File: src/rtl/fpu_pkg.sv
// Shared definitions for the Bfloat16 FPU issue path: opcodes, funct5 codes,
// operation select encoding and issue FSM states.
package fpu_pkg;

    localparam logic [6:0] OPC_OP_FP  = 7'h53;
    localparam logic [6:0] OPC_FMADD  = 7'h43;
    localparam logic [6:0] OPC_FMSUB  = 7'h47;
    localparam logic [6:0] OPC_FNMSUB = 7'h4B;
    localparam logic [6:0] OPC_FNMADD = 7'h4F;

    localparam logic [4:0] F5_ADD     = 5'b00000;
    localparam logic [4:0] F5_SUB     = 5'b00001;
    localparam logic [4:0] F5_MUL     = 5'b00010;
    localparam logic [4:0] F5_DIV     = 5'b00011;
    localparam logic [4:0] F5_SQRT    = 5'b01011;
    localparam logic [4:0] F5_SGNJ    = 5'b00100;
    localparam logic [4:0] F5_MINMAX  = 5'b00101;
    localparam logic [4:0] F5_CMP     = 5'b10100;
    localparam logic [4:0] F5_CVT_W   = 5'b11000;
    localparam logic [4:0] F5_CVT_S_W = 5'b11010;
    localparam logic [4:0] F5_MV_X    = 5'b11100;
    localparam logic [4:0] F5_MV_W_X  = 5'b11110;

    localparam logic [2:0] RM_DYN       = 3'b111;
    localparam logic [2:0] RM_MAX_LEGAL = 3'b100;

    typedef enum logic [3:0] {
        OP_ADD     = 4'd0,
        OP_SUB     = 4'd1,
        OP_MUL     = 4'd2,
        OP_DIV     = 4'd3,
        OP_SQRT    = 4'd4,
        OP_SGNJ    = 4'd5,
        OP_MINMAX  = 4'd6,
        OP_CMP     = 4'd7,
        OP_CVT_W   = 4'd8,
        OP_CVT_S_W = 4'd9,
        OP_MV_X    = 4'd10,
        OP_MV_W_X  = 4'd11,
        OP_FMADD   = 4'd12,
        OP_FMSUB   = 4'd13,
        OP_FNMSUB  = 4'd14,
        OP_FNMADD  = 4'd15
    } op_sel_e;

    typedef enum logic [1:0] {
        ST_IDLE = 2'd0,
        ST_EXEC = 2'd1,
        ST_WB   = 2'd2
    } state_e;

    // A resolved rounding mode above RMM is reserved
    function automatic logic rm_is_legal(input logic [2:0] rm_res);
        return (rm_res <= RM_MAX_LEGAL);
    endfunction

endpackage

File: src/rtl/fpu_op_decode.sv
// Combinational FP instruction decode: legality, op select, latency, rounding
// mode and destination file. fdiv/fsqrt decode only with FPU_DIV_SQRT_EN.
module fpu_op_decode
    import fpu_pkg::*;
#(
    parameter int unsigned LAT_ADD  = 3,
    parameter int unsigned LAT_MUL  = 3,
    parameter int unsigned LAT_FMA  = 5,
    parameter int unsigned LAT_DIV  = 10,
    parameter int unsigned LAT_SQRT = 12,
    parameter int unsigned LAT_MISC = 1
) (
    input  logic [31:0] i_instr,
    input  logic [2:0]  i_frm,
    output logic        o_legal,
    output op_sel_e     o_op_sel,
    output logic [3:0]  o_lat,
    output logic [2:0]  o_rm,
    output logic        o_wb_to_int
);

    logic [4:0] w_funct5;
    logic [2:0] w_rm_raw;
    logic       w_opc_ok;
    logic       w_unused;

    assign w_funct5 = i_instr[31:27];
    assign w_rm_raw = i_instr[14:12];
    assign o_rm     = (w_rm_raw == RM_DYN) ? i_frm : w_rm_raw;
    assign o_legal  = w_opc_ok & rm_is_legal(o_rm);
    assign w_unused = ^{i_instr[26:15], i_instr[11:7]};

`ifndef FPU_DIV_SQRT_EN
    logic [7:0] w_unused_lat;
    assign w_unused_lat = 8'(LAT_DIV) ^ 8'(LAT_SQRT);
`endif

    // Opcode / funct5 to operation, latency and destination file
    always_comb begin
        w_opc_ok    = 1'b1;
        o_op_sel    = OP_ADD;
        o_lat       = 4'(LAT_MISC);
        o_wb_to_int = 1'b0;
        case (i_instr[6:0])
            OPC_OP_FP: begin
                case (w_funct5)
                    F5_ADD:     begin o_op_sel = OP_ADD;  o_lat = 4'(LAT_ADD); end
                    F5_SUB:     begin o_op_sel = OP_SUB;  o_lat = 4'(LAT_ADD); end
                    F5_MUL:     begin o_op_sel = OP_MUL;  o_lat = 4'(LAT_MUL); end
`ifdef FPU_DIV_SQRT_EN
                    F5_DIV:     begin o_op_sel = OP_DIV;  o_lat = 4'(LAT_DIV); end
                    F5_SQRT:    begin o_op_sel = OP_SQRT; o_lat = 4'(LAT_SQRT); end
`endif
                    F5_SGNJ:    o_op_sel = OP_SGNJ;
                    F5_MINMAX:  o_op_sel = OP_MINMAX;
                    F5_CMP:     begin o_op_sel = OP_CMP;   o_wb_to_int = 1'b1; end
                    F5_CVT_W:   begin o_op_sel = OP_CVT_W; o_wb_to_int = 1'b1; end
                    F5_CVT_S_W: o_op_sel = OP_CVT_S_W;
                    F5_MV_X:    begin o_op_sel = OP_MV_X;  o_wb_to_int = 1'b1; end
                    F5_MV_W_X:  o_op_sel = OP_MV_W_X;
                    default:    w_opc_ok = 1'b0;
                endcase
            end
            OPC_FMADD:  begin o_op_sel = OP_FMADD;  o_lat = 4'(LAT_FMA); end
            OPC_FMSUB:  begin o_op_sel = OP_FMSUB;  o_lat = 4'(LAT_FMA); end
            OPC_FNMSUB: begin o_op_sel = OP_FNMSUB; o_lat = 4'(LAT_FMA); end
            OPC_FNMADD: begin o_op_sel = OP_FNMADD; o_lat = 4'(LAT_FMA); end
            default:    w_opc_ok = 1'b0;
        endcase
    end

endmodule

File: src/rtl/fpu_issue_ctrl.sv
// Bfloat16 FPU issue/sequencing controller: accepts flagged FP instructions,
// stalls the core, counts op latency and strobes writeback. Option: FPU_DIV_SQRT_EN.
module fpu_issue_ctrl
    import fpu_pkg::*;
#(
    parameter int unsigned LAT_ADD  = 3,
    parameter int unsigned LAT_MUL  = 3,
    parameter int unsigned LAT_FMA  = 5,
    parameter int unsigned LAT_DIV  = 10,
    parameter int unsigned LAT_SQRT = 12,
    parameter int unsigned LAT_MISC = 1
) (
    input  logic        clk,
    input  logic        rst_l,
    input  logic [31:0] instr,
    input  logic        fpu_active,
    input  logic [2:0]  frm,
    output logic        halt_req,
    output logic        fpu_complete,
    output logic        op_valid,
    output logic [3:0]  op_sel,
    output logic [2:0]  rm_o,
    output logic [4:0]  rd_addr,
    output logic        wb_en,
    output logic        wb_to_int,
    output logic        illegal_inst,
    output logic        busy
);

    state_e     r_state;
    state_e     w_next_state;
    logic [3:0] r_cnt;
    logic       w_accept;
    logic       w_reject;

    logic       w_legal;
    op_sel_e    w_op_sel;
    logic [3:0] w_lat;
    logic [2:0] w_rm;
    logic       w_wb_to_int;

    op_sel_e    r_op_sel;
    logic [2:0] r_rm;
    logic [4:0] r_rd_addr;
    logic       r_wb_to_int;
    logic       r_op_valid;
    logic       r_complete;
    logic       r_wb_en;
    logic       r_illegal;

    fpu_op_decode #(
        .LAT_ADD  (LAT_ADD),
        .LAT_MUL  (LAT_MUL),
        .LAT_FMA  (LAT_FMA),
        .LAT_DIV  (LAT_DIV),
        .LAT_SQRT (LAT_SQRT),
        .LAT_MISC (LAT_MISC)
    ) u_decode (
        .i_instr     (instr),
        .i_frm       (frm),
        .o_legal     (w_legal),
        .o_op_sel    (w_op_sel),
        .o_lat       (w_lat),
        .o_rm        (w_rm),
        .o_wb_to_int (w_wb_to_int)
    );

    // Next-state and accept/reject decisions
    always_comb begin
        w_next_state = r_state;
        w_accept     = 1'b0;
        w_reject     = 1'b0;
        case (r_state)
            ST_IDLE: begin
                if (fpu_active && rst_l) begin
                    if (w_legal) begin
                        w_accept     = 1'b1;
                        w_next_state = ST_EXEC;
                    end else begin
                        w_reject     = 1'b1;
                    end
                end else begin
                    w_next_state = ST_IDLE;
                end
            end
            ST_EXEC: begin
                if (r_cnt == 4'd0) begin
                    w_next_state = ST_WB;
                end else begin
                    w_next_state = ST_EXEC;
                end
            end
            ST_WB:   w_next_state = ST_IDLE;
            default: w_next_state = ST_IDLE;
        endcase
    end

    // State register; reset aborts any op in flight
    always_ff @(posedge clk) begin
        if (!rst_l) begin
            r_state <= ST_IDLE;
        end else begin
            r_state <= w_next_state;
        end
    end

    // Latency counter, strobes and latched op fields
    always_ff @(posedge clk) begin
        if (!rst_l) begin
            r_cnt       <= 4'd0;
            r_op_sel    <= OP_ADD;
            r_rm        <= 3'd0;
            r_rd_addr   <= 5'd0;
            r_wb_to_int <= 1'b0;
            r_op_valid  <= 1'b0;
            r_complete  <= 1'b0;
            r_wb_en     <= 1'b0;
            r_illegal   <= 1'b0;
        end else begin
            r_op_valid <= w_accept;
            r_illegal  <= w_reject;
            r_complete <= (w_next_state == ST_WB);
            r_wb_en    <= (w_next_state == ST_WB);
            if (w_accept) begin
                r_cnt       <= w_lat - 4'd1;
                r_op_sel    <= w_op_sel;
                r_rm        <= w_rm;
                r_rd_addr   <= instr[11:7];
                r_wb_to_int <= w_wb_to_int;
            end else if ((r_state == ST_EXEC) && (r_cnt != 4'd0)) begin
                r_cnt <= r_cnt - 4'd1;
            end else begin
                r_cnt <= r_cnt;
            end
        end
    end

    assign halt_req     = w_accept;
    assign busy         = (r_state != ST_IDLE);
    assign op_valid     = r_op_valid;
    assign fpu_complete = r_complete;
    assign wb_en        = r_wb_en;
    assign illegal_inst = r_illegal;
    assign op_sel       = r_op_sel;
    assign rm_o         = r_rm;
    assign rd_addr      = r_rd_addr;
    assign wb_to_int    = r_wb_to_int;

endmodule

File: config.mk
export PLATFORM = sky130hd
export DESIGN_NAME = fpu_issue_ctrl
export DESIGN_NICKNAME = d
export VERILOG_FILES = /design/src/rtl/fpu_pkg.sv /design/src/rtl/fpu_op_decode.sv /design/src/rtl/fpu_issue_ctrl.sv
export SDC_FILE = /design/constraint.sdc
export NUM_CORES = 1
export LEC_CHECK = 0
export BUFFER_PORTS_ARGS = -buffer_cell sky130_fd_sc_hd__buf_4
export CORE_AREA = 10 10 88 71
export DETAILED_ROUTE_END_ITERATION = 7
export DIE_AREA = 0 0 98 81
export SYNTH_ARGS = -nofsm -noshare
export SYNTH_HDL_FRONTEND = slang
export SYNTH_HIERARCHICAL = 1
export SYNTH_SLANG_ARGS = --single-unit
File: constraint.sdc
create_clock -name clk -period 4.1 [get_ports clk]
set_input_delay 1.025 -clock clk [delete_from_list [all_inputs] [get_ports clk]]
set_output_delay 1.025 -clock clk [all_outputs]
set_load 0.01 [all_outputs]
==> impl_metrics.json <==
{
  "status": "finished, final reports clean",
  "drtPass1Iterations": 4,
  "rows": 22,
  "gp_congestion": 0.7986,
  "crit_required_ns": 3.07,
  "routedWlPerCell_um": 13.86,
  "grt_antenna_before_repair": 0,
  "drv_slew": 0,
  "synth_xor_area_frac": 0.01336,
  "syn_area_per_cell_um2": 8.515,
  "cts-resized-gates": 0,
  "synth_compound_area_frac": 0.2443,
  "cp-end-kind": "output pin",
  "finalPower_uw": 424.1,
  "wl_mm": 3.493,
  "die_x_um": 98,
  "worstSetupStartpoint": "instr[5]",
  "cp_cell_sequence": "buf_4 > nand4b_4 > nor4b_1 > nor2_1 > a221oi_2 > inv_2 > nor2_4 > buf_4",
  "reg2reg_from": "r_state[1]",
  "synth_nets": 193,
  "synthAdderAreaFrac": 0.009542,
  "period_minus_slack_ns": 3.720,
  "r2r-end": "r_cnt[2]",
  "worstSetupStartpointType": "input port",
  "fin_crit_sh": 0.9073,
  "cts.htree.levels": 1,
  "setup-violations-final": 0,
  "portBuffers": 44,
  "vias_per_cell": 4.813,
  "relSlewSlack": 0.5537,
  "fmaxAchievable_ghz": 0.2688,
  "ys_types": 48,
  "syn2layout_area_growth_pct": 30.06,
  "cp.arrival_ns": 2.69,
  "drc_errors": 0,
  "synth_sequential_area_ratio": 0.3359,
  "skew_ns": 0.0008882,
  "syn-cell-area_um2": 1311,
  "hp-class": "reg2reg",
  "grtUsageTotal": 0.08533,
  "tightest_slew_ns": 0.6694,
  "p_per_area_nw_per_um2": 248.7,
  "ys.warnings.count": 6,
  "ant_nets": 0,
  "critPathMaxStageDelay_ns": 0.56,
  "overflow": 0,
  "postCtsSetupBuffers": 0,
  "nets": 232,
  "cts_made_buffers": 3,
  "fp.dieH_um": 81,
  "die_area_um2": 7938,
  "synth-seq-cells": 22,
  "async_reset_ff_frac": 0,
  "grt_pass1_wl_mm": 5.761,
  "crit_path_frequent_cell": "buf_4",
  "synth_edf_count": 0,
  "crit_fanout": 6,
  "hold_viol": 0,
  "endpoint": "halt_req",
  "ios": 57,
  "synth_cells": 154,
  "cts_tree": "built",
  "maxCapViolations": 0,
  "slowest_stage": "nor4b_1",
  "rr_worst_depth": 7,
  "synth_top_family_by_area": "simple AND/OR/NAND/NOR gates",
  "ir_drop_mv": 0.1319,
  "grt_max_degree": 18,
  "critPathKind": "in2out",
  "drive_gt1_frac": 0.3438,
  "place_area_um2": 1650,
  "rsz0062_at_grt": "false",
  "drtIter0Drc": 119,
  "synth_mux_area_frac": 0.02290,
  "start_util": 0.2819,
  "synthFlopType": "dfxtp_1",
  "grt_pass1_vias": 1213,
  "tns_ns": 0,
  "cts.sinks": 22,
  "num_vias": 1213,
  "worst_skew_pair.late_latency_ns": 0.26,
  "cts_root_buf": "clkbuf_8",
  "antenna_cells": 0,
  "leakage_uw": 0.0006579,
  "final_cell_area_um2": 1705,
  "path_clk_slew_ns": 0.07,
  "hpwlAfterDp_mm": 2.687,
  "clockBufferDepth": 2,
  "r2r_slack_ns": 2.22,
  "cts_hold_buf": 0,
  "coreArea_um2": 4652,
  "n_fill_cell": 499,
  "synth-simple-area-share": 0.2891
}
-- power by group --
group / switching [uW] / internal, uW / total [uW] / leakage, uW
Sequential: 0.390 / 214 / 215 / 0.000177
Clock: 67.2 / 85.5 / 153 / 0.0000288
Combinational: 29.6 / 27.1 / 56.7 / 0.000452
-- worst min path at each step --
stage	start	end	slack (ns)	depth (start not counted)
2_1_floorplan	r_cnt[3]	r_state[1]	0.46	1
3_3_place_gp	rd_addr[3]	rd_addr[3]	0.47	2
3_5_place_dp	rd_addr[0]	rd_addr[0]	0.47	2
4_1_cts	rd_addr[0]	rd_addr[0]	0.48	2
5_1_grt	op_sel[3]	op_sel[3]	0.51	2
6_report	rd_addr[0]	rd_addr[0]	0.48	2
-- through the flow --
step	setup WS (ns)	hold WS, ns	utilization	instances
3_3_place_gp	0.3953	0.4655	0.3548	248
5_1_grt	0.2117	0.5106	0.3666	252
6_report	0.3800	0.4794	0.3666	252
2_1_floorplan	0.6750	0.4649	-	154
3_5_place_dp	0.4067	0.4705	0.3548	248
4_1_cts	0.3961	0.4819	0.3666	252
-- per-layer routing --
| metal | track usage | vias to the layer above | wire length, um |
|---|---|---|---|
| met5 | 0 | - | 0 |
| met4 | 0.01304 | 0 | 17 |
| met3 | 0.03223 | 4 | 193 |
| met2 | 0.1276 | 28 | 1532 |
| met1 | 0.1156 | 545 | 1749 |
| li1 | - | 636 | - |
-- logic make-up (layout without fill, tap and decap cells) --
family	count (synthesis)	count (layout)
other	2	2
AO/OA/AOI/OAI	49	49
multiplexers	3	3
buffers and inverters	16	54
AND/OR/NAND/NOR	59	59
adder cells (fa/ha/maj)	1	1
flip-flops	22	22
XOR/XNOR	2	2
-- cell usage after synthesis, drive strengths merged, types with 2 or more instances --
master / n / area [um^2]
a211oi: 2 / 15.01
a21o: 2 / 15.01
a21oi: 15 / 75.07
a221oi: 2 / 30.03
a22oi: 2 / 25.02
a31o: 2 / 17.52
buf: 12 / 88.83
clkbuf: 2 / 7.510
conb: 2 / 7.510
dfxtp: 22 / 440.4
inv: 2 / 7.500
mux2i: 3 / 30.03
nand2: 7 / 26.28
nand2b: 2 / 12.51
nand3: 14 / 75.07
nor2: 9 / 41.29
nor2b: 4 / 25.02
nor3: 6 / 30.03
nor4: 3 / 31.28
nor4b: 3 / 26.28
o21a: 3 / 22.52
o21ai: 16 / 80.08
or3: 2 / 12.51
or4b: 2 / 23.77
-- state kept, by name (all words and copies together), names as in the netlist --
name          cells
wb_en             1
rm_o              3
rd_addr           5
op_sel            4
illegal_inst      1
wb_to_int         1
op_valid          1
r_cnt             4
r_state           2
-- critical path: cells and delay by family --
kind / cells / cell delay (ns)
buf+inv: 3 / 0.36
simple gates: 4 / 1.07
compound gates: 1 / 0.24
-- cell type report --
type / count / area, um^2 / share of cell area
timing repair buffer: 48 / 360.3 / 0.2113
tap: 60 / 75.07 / 0.04402
multi-input combinational: 116 / 767.0 / 0.4497
inverter: 2 / 7.507 / 0.004402
sequential: 22 / 440.4 / 0.2583
clock buffer: 4 / 55.05 / 0.03228
-- layout by cell type, fill, tap and decap left out, types with 3 or more instances in the layout --
cell type / n
nor2b_1: 4
o21ai_0: 12
dfxtp_1: 22
nor2_1: 8
nand2_1: 7
mux2i_1: 3
o21ai_1: 4
clkbuf_8: 4
buf_4: 48
o21a_1: 3
nor3_1: 6
a21oi_1: 15
nor4b_1: 3
nand3_1: 13
(Power assumes the default switching activity.)
